$ cat src/rtl/mem_req_bridge_pkg.sv
// Shared definitions for the memory request bridge: FSM one-hot encodings,
// operation codes and the byte-strobe width derivation.
package mem_req_bridge_pkg;

    // One-hot FSM encodings
    typedef enum logic [3:0] {
        S_IDLE = 4'b0001,
        S_REQ  = 4'b0010,
        S_RESP = 4'b0100,
        S_DONE = 4'b1000
    } state_t;

    // Latched operation type
    localparam logic OP_RD = 1'b0;
    localparam logic OP_WR = 1'b1;

    // One strobe bit per data byte
    function automatic int strb_width(input int data_w);
        return data_w / 8;
    endfunction

endpackage

$ cat src/rtl/mem_req_bridge_if.sv
// Memory-side request/response channel of the bridge. The master modport is
// the bridge, the slave modport is the data memory.
interface mem_req_bridge_if #(
    parameter int ADDR_W = 32,
    parameter int DATA_W = 32
);
    localparam int STRB_W = mem_req_bridge_pkg::strb_width(DATA_W);

    logic [ADDR_W-1:0] Address;
    logic              MemRead;
    logic              MemWrite;
    logic [DATA_W-1:0] Write_data;
    logic [STRB_W-1:0] Write_strb;
    logic              Mem_Req_Ready;
    logic [DATA_W-1:0] Read_data;
    logic              Read_data_Valid;
    logic              Read_data_Ready;

    modport master (
        output Address, MemRead, MemWrite, Write_data, Write_strb, Read_data_Ready,
        input  Mem_Req_Ready, Read_data, Read_data_Valid
    );

    modport slave (
        input  Address, MemRead, MemWrite, Write_data, Write_strb, Read_data_Ready,
        output Mem_Req_Ready, Read_data, Read_data_Valid
    );

endinterface

$ cat src/rtl/mem_req_bridge_perf_cnt.sv
// Performance counters for the memory request bridge: completed reads,
// completed writes and cycles spent waiting on memory. All wrap on overflow.
// Only instantiated when MEM_BRIDGE_PERF_CNT_EN is defined.
module mem_bridge_perf_cnt (
    input  logic        clk,
    input  logic        rst,
    input  logic        i_rd_done,
    input  logic        i_wr_done,
    input  logic        i_stall,
    output logic [31:0] o_rd_cnt,
    output logic [31:0] o_wr_cnt,
    output logic [31:0] o_stall_cnt
);

    logic [31:0] r_rd_cnt;
    logic [31:0] r_wr_cnt;
    logic [31:0] r_stall_cnt;

    // Count completion and stall events, cleared by reset
    always_ff @(posedge clk) begin
        if (rst) begin
            r_rd_cnt    <= 32'd0;
            r_wr_cnt    <= 32'd0;
            r_stall_cnt <= 32'd0;
        end else begin
            if (i_rd_done) begin
                r_rd_cnt <= r_rd_cnt + 32'd1;
            end
            if (i_wr_done) begin
                r_wr_cnt <= r_wr_cnt + 32'd1;
            end
            if (i_stall) begin
                r_stall_cnt <= r_stall_cnt + 32'd1;
            end
        end
    end

    assign o_rd_cnt    = r_rd_cnt;
    assign o_wr_cnt    = r_wr_cnt;
    assign o_stall_cnt = r_stall_cnt;

endmodule

$ cat src/rtl/mem_req_bridge.sv
// Bridge between the CPU MEM-stage one-shot strobes and a valid/ready memory
// request + read-response channel. Returns a one-cycle cpu_done pulse with
// latched read data. Optional perf counters: define MEM_BRIDGE_PERF_CNT_EN.
module mem_req_bridge
    import mem_req_bridge_pkg::*;
#(
    parameter int ADDR_W = 32,
    parameter int DATA_W = 32,
    parameter bit ALIGN  = 1'b1
) (
    input  logic                          clk,
    input  logic                          rst,
    input  logic                          cpu_req_rd,
    input  logic                          cpu_req_wr,
    input  logic [ADDR_W-1:0]             cpu_addr,
    input  logic [DATA_W-1:0]             cpu_wdata,
    input  logic [strb_width(DATA_W)-1:0] cpu_wstrb,
    output logic [DATA_W-1:0]             cpu_rdata,
    output logic                          cpu_done,
    output logic                          cpu_busy,
    mem_req_bridge_if.master              mem
`ifdef MEM_BRIDGE_PERF_CNT_EN
    ,
    output logic [31:0]                   perf_rd_cnt,
    output logic [31:0]                   perf_wr_cnt,
    output logic [31:0]                   perf_stall_cnt
`endif
);

    localparam int STRB_W = strb_width(DATA_W);

    state_t              r_state;
    state_t              w_next;
    logic                r_op;
    logic [ADDR_W-1:0]   r_addr;
    logic [DATA_W-1:0]   r_wdata;
    logic [STRB_W-1:0]   r_wstrb;
    logic [DATA_W-1:0]   r_rdata;

    logic                w_req;
    logic [ADDR_W-1:0]   w_addr_in;
    logic                w_mem_read;
    logic                w_mem_write;
    logic [ADDR_W-1:0]   w_address;
    logic [DATA_W-1:0]   w_write_data;
    logic [STRB_W-1:0]   w_write_strb;
    logic                w_rd_ready;
    logic                w_done;
    logic                w_busy;

    assign w_req = cpu_req_wr | cpu_req_rd;

    // Memory-side address, word-aligned when ALIGN is set
    always_comb begin
        w_addr_in = cpu_addr;
        if (ALIGN) begin
            w_addr_in = {cpu_addr[ADDR_W-1:2], 2'b00};
        end else begin
            w_addr_in = cpu_addr;
        end
    end

    // FSM state register
    always_ff @(posedge clk) begin
        if (rst) begin
            r_state <= S_IDLE;
        end else begin
            r_state <= w_next;
        end
    end

    // FSM next-state logic
    always_comb begin
        w_next = r_state;
        case (r_state)
            S_IDLE: begin
                if (w_req) begin
                    w_next = S_REQ;
                end else begin
                    w_next = S_IDLE;
                end
            end
            S_REQ: begin
                if (mem.Mem_Req_Ready) begin
                    w_next = (r_op == OP_WR) ? S_DONE : S_RESP;
                end else begin
                    w_next = S_REQ;
                end
            end
            S_RESP: begin
                if (mem.Read_data_Valid) begin
                    w_next = S_DONE;
                end else begin
                    w_next = S_RESP;
                end
            end
            S_DONE:  w_next = S_IDLE;
            default: w_next = S_IDLE;
        endcase
    end

    // Capture the CPU request when leaving IDLE; write wins over read
    always_ff @(posedge clk) begin
        if (rst) begin
            r_op    <= OP_RD;
            r_addr  <= '0;
            r_wdata <= '0;
            r_wstrb <= '0;
        end else if ((r_state == S_IDLE) && w_req) begin
            r_op    <= cpu_req_wr ? OP_WR : OP_RD;
            r_addr  <= w_addr_in;
            r_wdata <= cpu_wdata;
            r_wstrb <= cpu_wstrb;
        end
    end

    // Read data holds until the next completed read
    always_ff @(posedge clk) begin
        if (rst) begin
            r_rdata <= '0;
        end else if ((r_state == S_RESP) && mem.Read_data_Valid) begin
            r_rdata <= mem.Read_data;
        end
    end

    // FSM outputs; rst forces handshakes low in the same cycle it is seen
    always_comb begin
        w_mem_read   = 1'b0;
        w_mem_write  = 1'b0;
        w_address    = '0;
        w_write_data = '0;
        w_write_strb = '0;
        w_rd_ready   = 1'b0;
        w_done       = 1'b0;
        w_busy       = (r_state != S_IDLE);
        case (r_state)
            S_IDLE: begin
                w_busy = 1'b0;
            end
            S_REQ: begin
                w_address = r_addr;
                if (r_op == OP_WR) begin
                    w_mem_write  = 1'b1;
                    w_write_data = r_wdata;
                    w_write_strb = r_wstrb;
                end else begin
                    w_mem_read   = 1'b1;
                end
            end
            S_RESP: begin
                w_rd_ready = 1'b1;
            end
            S_DONE: begin
                w_done = 1'b1;
            end
            default: begin
                w_busy = 1'b1;
            end
        endcase
        if (rst) begin
            w_mem_read   = 1'b0;
            w_mem_write  = 1'b0;
            w_address    = '0;
            w_write_data = '0;
            w_write_strb = '0;
            w_rd_ready   = 1'b0;
            w_done       = 1'b0;
            w_busy       = 1'b0;
        end else begin
            w_busy = w_busy;
        end
    end

    assign mem.MemRead         = w_mem_read;
    assign mem.MemWrite        = w_mem_write;
    assign mem.Address         = w_address;
    assign mem.Write_data      = w_write_data;
    assign mem.Write_strb      = w_write_strb;
    assign mem.Read_data_Ready = w_rd_ready;
    assign cpu_done            = w_done;
    assign cpu_busy            = w_busy;
    assign cpu_rdata           = r_rdata;

`ifdef MEM_BRIDGE_PERF_CNT_EN
    logic w_rd_done_evt;
    logic w_wr_done_evt;
    logic w_stall_evt;

    assign w_rd_done_evt = (r_state == S_DONE) && (r_op == OP_RD);
    assign w_wr_done_evt = (r_state == S_DONE) && (r_op == OP_WR);
    assign w_stall_evt   = (r_state == S_REQ) || (r_state == S_RESP);

    mem_bridge_perf_cnt u_perf_cnt (
        .clk         (clk),
        .rst         (rst),
        .i_rd_done   (w_rd_done_evt),
        .i_wr_done   (w_wr_done_evt),
        .i_stall     (w_stall_evt),
        .o_rd_cnt    (perf_rd_cnt),
        .o_wr_cnt    (perf_wr_cnt),
        .o_stall_cnt (perf_stall_cnt)
    );
`endif

endmodule
$ cat src/flat_wrapper.sv
// flat-port wrapper written by rule: the top's interface ports become plain ports
module mem_req_bridge_flat import mem_req_bridge_pkg::*;
#(
    parameter int ADDR_W = 32,
    parameter int DATA_W = 32,
    parameter bit ALIGN  = 1'b1
)
  (clk, rst, cpu_req_rd, cpu_req_wr, cpu_addr, cpu_wdata, cpu_wstrb, cpu_rdata, cpu_done, cpu_busy, mem_Address, mem_MemRead, mem_MemWrite, mem_Write_data, mem_Write_strb, mem_Read_data_Ready, mem_Mem_Req_Ready, mem_Read_data, mem_Read_data_Valid);
  mem_req_bridge_if #(.ADDR_W(ADDR_W), .DATA_W(DATA_W)) mem_i ();
  input  logic clk;
  input  logic rst;
  input  logic cpu_req_rd;
  input  logic cpu_req_wr;
  input  logic [ADDR_W-1:0] cpu_addr;
  input  logic [DATA_W-1:0] cpu_wdata;
  input  logic [strb_width(DATA_W)-1:0] cpu_wstrb;
  output logic [DATA_W-1:0] cpu_rdata;
  output logic cpu_done;
  output logic cpu_busy;
  output wire logic [$bits(mem_i.Address)-1:0] mem_Address;
  output wire logic [$bits(mem_i.MemRead)-1:0] mem_MemRead;
  output wire logic [$bits(mem_i.MemWrite)-1:0] mem_MemWrite;
  output wire logic [$bits(mem_i.Write_data)-1:0] mem_Write_data;
  output wire logic [$bits(mem_i.Write_strb)-1:0] mem_Write_strb;
  output wire logic [$bits(mem_i.Read_data_Ready)-1:0] mem_Read_data_Ready;
  input wire logic [$bits(mem_i.Mem_Req_Ready)-1:0] mem_Mem_Req_Ready;
  input wire logic [$bits(mem_i.Read_data)-1:0] mem_Read_data;
  input wire logic [$bits(mem_i.Read_data_Valid)-1:0] mem_Read_data_Valid;
  assign mem_Address = mem_i.Address;
  assign mem_MemRead = mem_i.MemRead;
  assign mem_MemWrite = mem_i.MemWrite;
  assign mem_Write_data = mem_i.Write_data;
  assign mem_Write_strb = mem_i.Write_strb;
  assign mem_Read_data_Ready = mem_i.Read_data_Ready;
  assign mem_i.Mem_Req_Ready = mem_Mem_Req_Ready;
  assign mem_i.Read_data = mem_Read_data;
  assign mem_i.Read_data_Valid = mem_Read_data_Valid;
  mem_req_bridge #(.ADDR_W(ADDR_W), .DATA_W(DATA_W), .ALIGN(ALIGN)) u_core (.clk(clk), .rst(rst), .cpu_req_rd(cpu_req_rd), .cpu_req_wr(cpu_req_wr), .cpu_addr(cpu_addr), .cpu_wdata(cpu_wdata), .cpu_wstrb(cpu_wstrb), .cpu_rdata(cpu_rdata), .cpu_done(cpu_done), .cpu_busy(cpu_busy), .mem(mem_i));
endmodule
$ cat config.mk
export PLATFORM = sky130hd
export DESIGN_NAME = mem_req_bridge_flat
export DESIGN_NICKNAME = d
export VERILOG_FILES = /design/src/rtl/mem_req_bridge_pkg.sv /design/src/rtl/mem_req_bridge_if.sv /design/src/rtl/mem_req_bridge_perf_cnt.sv /design/src/rtl/mem_req_bridge.sv /design/src/flat_wrapper.sv
export SDC_FILE = /design/constraint.sdc
export NUM_CORES = 1
export LEC_CHECK = 0
export CORE_MARGIN = 3
export CORE_UTILIZATION = 47
export DETAILED_ROUTE_END_ITERATION = 16
export GPL_ROUTABILITY_DRIVEN = 0
export MAX_ROUTING_LAYER = met4
export PLACE_DENSITY = 0.88
export SLEW_MARGIN = 10
export SYNTH_ARGS = -nofsm -noshare
export SYNTH_HDL_FRONTEND = slang
export SYNTH_SLANG_ARGS = --single-unit
$ cat constraint.sdc
create_clock -name clk -period 3.8 [get_ports clk]
set_input_delay 0.95 -clock clk [delete_from_list [all_inputs] [get_ports clk]]
set_output_delay 0.95 -clock clk [all_outputs]
set_load 0.02 [all_outputs]
==> impl_metrics.tcl <==
set metrics [dict create \
    status "completed" \
    synth_area_sq_um 5070 \
    p_int_mw 1.91 \
    antenna_cells 0 \
    max_freq_mhz 273 \
    clk-insertion-delay-late_ps 360 \
    drt-total-wl_um 12900 \
    hold_violations 0 \
    cts.path.max_buffers 2 \
    grt_overflow_total 0 \
    critical_path.max_stage_delay_ps 620 \
    post_dp_cell_area_sq_um 7150 \
    swShare 0.261 \
    crit_slowest_cell "clkdlybuf4s50_1" \
    detailroute.via_count 4283 \
    rsz0062_at_grt "no" \
    cts_made_buffers 9 \
    grt_pass1_wl_um 19900 \
    drc 0 \
    grtUsageTotal 0.214 \
    ios 211 \
    grt_max_degree 101 \
    synth_ff_type "dfxtp_1" \
    cts_root_buf "clkbuf_8" \
    required_ps 2850 \
    clock-sinks 103 \
    core-area_sq_um 10400 \
    fin_nets 827 \
    drt_iter0_drc 199 \
    synthDistinctLibCells 30 \
    die_y_um 110 \
    worst_ep_arrival_time_ps 2710 \
    crit_path_end_kind "output pin" \
    postSynthCellCount 544 \
    placed_cells 846 \
    drtAntennaViolNets 0 \
    async_flop_share 0 \
    drive_above_1_share 0.0840 \
    drt-pass1-iter-count 4 \
    grt_pass1_vias 4197 \
    power.density_nw_per_um2 350 \
    critPathLaunchType "input port" \
    path_cells "buf_4 > or4b_1 > nor3_4 > buf_12 > and2_1 > clkdlybuf4s50_1" \
    rows 37 \
    start_util 0.486 \
    clock_power_share 0.300 \
    cts_tree "yes" \
    drv_cap 0 \
    antenna_found_initial 0 \
    comb_power_share 0.210 \
    htree_levels 3 \
    yosys_register_bits 103 \
    fin_crit_sh 0.962 \
    dp.final_hpwl_um 9110 \
    crit_family "buffers and inverters" \
    leakage_nw 2.83 \
    vias_per_cell 4.97 \
    synth_edf_count 0 \
    worstHoldPathType "reg -> reg" \
    ir_worst_vdd_mv 0.214 \
    ys_seq_area_frac 0.407 \
    synth_area_per_cell_sq_um 9.32 \
    path_max_fanout 37 \
    slew_violations 0 \
    die_area_sq_um 12100 \
    tns_ps 0 \
    yosysWarningCount 0 \
    worst-path-buf-inv 3 \
    place.port_buffers 206 \
    timing_worst_setup_path_type "in -> out" \
    cts_hold_buf 0 \
    max_slew.worst_pin.slew_ps 1090 \
    finClkSkew_ps 5.52 \
    fin_crit_ps 3660 \
    area_growth_pct 45.6 \
    die_w_um 110 \
    seqPwrFrac 0.490 \
    design_area_sq_um 7380 \
    routedWlPerCell_um 15.0 \
    slew_headroom 0.276 \
    p_switching_mw 0.675 \
    path_clk_slew_ps 90 \
    finalSetupViolCount 0 \
    fin_cells 862 \
]
==> final timing paths <==
kind | start | end | slack, ps | cells after the start
setup / recovery | rst | mem_Write_data[3] | 140 | 6
hold / removal | u_core.r_wdata[24] | u_core.r_wdata[24] | 470 | 2
setup reg to reg | u_core.r_state[0] | u_core.r_addr[2] | 1630 | 4
hold reg to reg | u_core.r_wdata[24] | u_core.r_wdata[24] | 470 | 2
==> placed cells by master, fill, tap and decap left out, types with 2 or more instances in the layout <==
cell             netlist  routed
o21ai_0                2       2
nand2b_1             134     134
nor2_1                 3       3
clkbuf_8               0      11
a21oi_1               35      35
nand2_1                2       2
nor4b_4                1       2
nand3_1               34      34
dfxtp_1              103     103
buf_4                  4       8
clkbuf_1              31       2
bufinv_16              0       2
mux2i_1               66      66
clkdlybuf4s50_1        0     204
conb_1                 1       2
and2_1                68      68
a21bo_2               32      32
==> synth_stat cells, types with 2 or more instances <==
master | count | area, sq um
a21bo_2 | 32 | 320
a21oi_1 | 35 | 175
and2_1 | 68 | 425
buf_1 | 2 | 7.51
buf_2 | 8 | 40.0
buf_4 | 4 | 30.0
buf_6 | 4 | 45.0
clkbuf_1 | 31 | 116
dfxtp_1 | 103 | 2060
mux2i_1 | 66 | 661
nand2_1 | 2 | 7.51
nand2b_1 | 134 | 838
nand3_1 | 34 | 170
nor2_1 | 3 | 11.3
nor2b_1 | 2 | 12.5
o21ai_0 | 2 | 10.0
==> final cells by class <==
| class | instances | area, sq um |
|---|---|---|
| Sequential cell | 103 | 2060 |
| Timing Repair Buffer | 214 | 2130 |
| Fill cell | 804 | 3040 |
| Multi-Input combinational cell | 392 | 2790 |
| Tap cell | 136 | 170 |
| Clock inverter | 3 | 65.1 |
| Clock buffer | 13 | 159 |
| Inverter | 1 | 3.75 |
==> worst reg2reg max path, delay by kind of cell (launching register included) <==
family / cells / cell delay (ps)
buffers and inverters: 1 / 620
and+or+nand+nor: 2 / 640
DFF: 1 / 500
muxes: 1 / 340
==> through the flow <==
stage | total power, mW | setup WS [ps] | utilization | hold WS [ps]
6_report | 2.58 | 144 | 0.708 | 469
5_1_grt | 2.71 | 68.6 | 0.708 | 487
4_1_cts | 2.61 | 31.9 | 0.708 | 474
3_5_place_dp | 1.84 | 134 | 0.686 | 460
3_3_place_gp | 1.82 | 147 | 0.686 | 454
2_1_floorplan | 1.65 | 553 | - | 444
==> flip-flops by register name, summed over array words and instances (netlist names) <==
signal,flops
u_core.cpu_rdata,32
u_core.r_wdata,32
u_core.r_addr,30
u_core.r_state,4
u_core.r_wstrb,4
u_core.r_op,1
==> layer usage <==
| metal | up-vias | global-route usage | part of all wire |
|---|---|---|---|
| met2 | 151 | 0.335 | 0.46 |
| li1 | 2134 | - | - |
| met4 | 0 | 0.0864 | 0.029 |
| met3 | 31 | 0.0605 | 0.087 |
| met1 | 1967 | 0.258 | 0.42 |
| met5 | - | - | 0 |
==> kinds of logic after synthesis <==
family / Yosys count / synth area share
AOI/OAI and AO/OA: 72 / 0.104
xor gates and xnor gates: 1 / 0.00173
buffers and inverters: 50 / 0.0479
DFF: 103 / 0.407
muxes: 66 / 0.130
other: 1 / 0.000740
and+or+nand+nor: 251 / 0.308
==> power by group through the flow <==
stage / Clock, mW / Sequential (mW) / Combinational (mW)
after floorplan: 0 / 1.27 / 0.385
after CTS: 0.791 / 1.27 / 0.550
after global routing: 0.833 / 1.28 / 0.595
after detailed placement: 0 / 1.29 / 0.546
after global placement: 0 / 1.28 / 0.533
final: 0.774 / 1.27 / 0.544
==> what timing repair did <==
action | CTS | global route
resized for setup | 0 | 1
setup endpoints to repair | 0 | 31
setup buffers | 0 | 0
No activity file was read; power rests on OpenSTA's default activity.
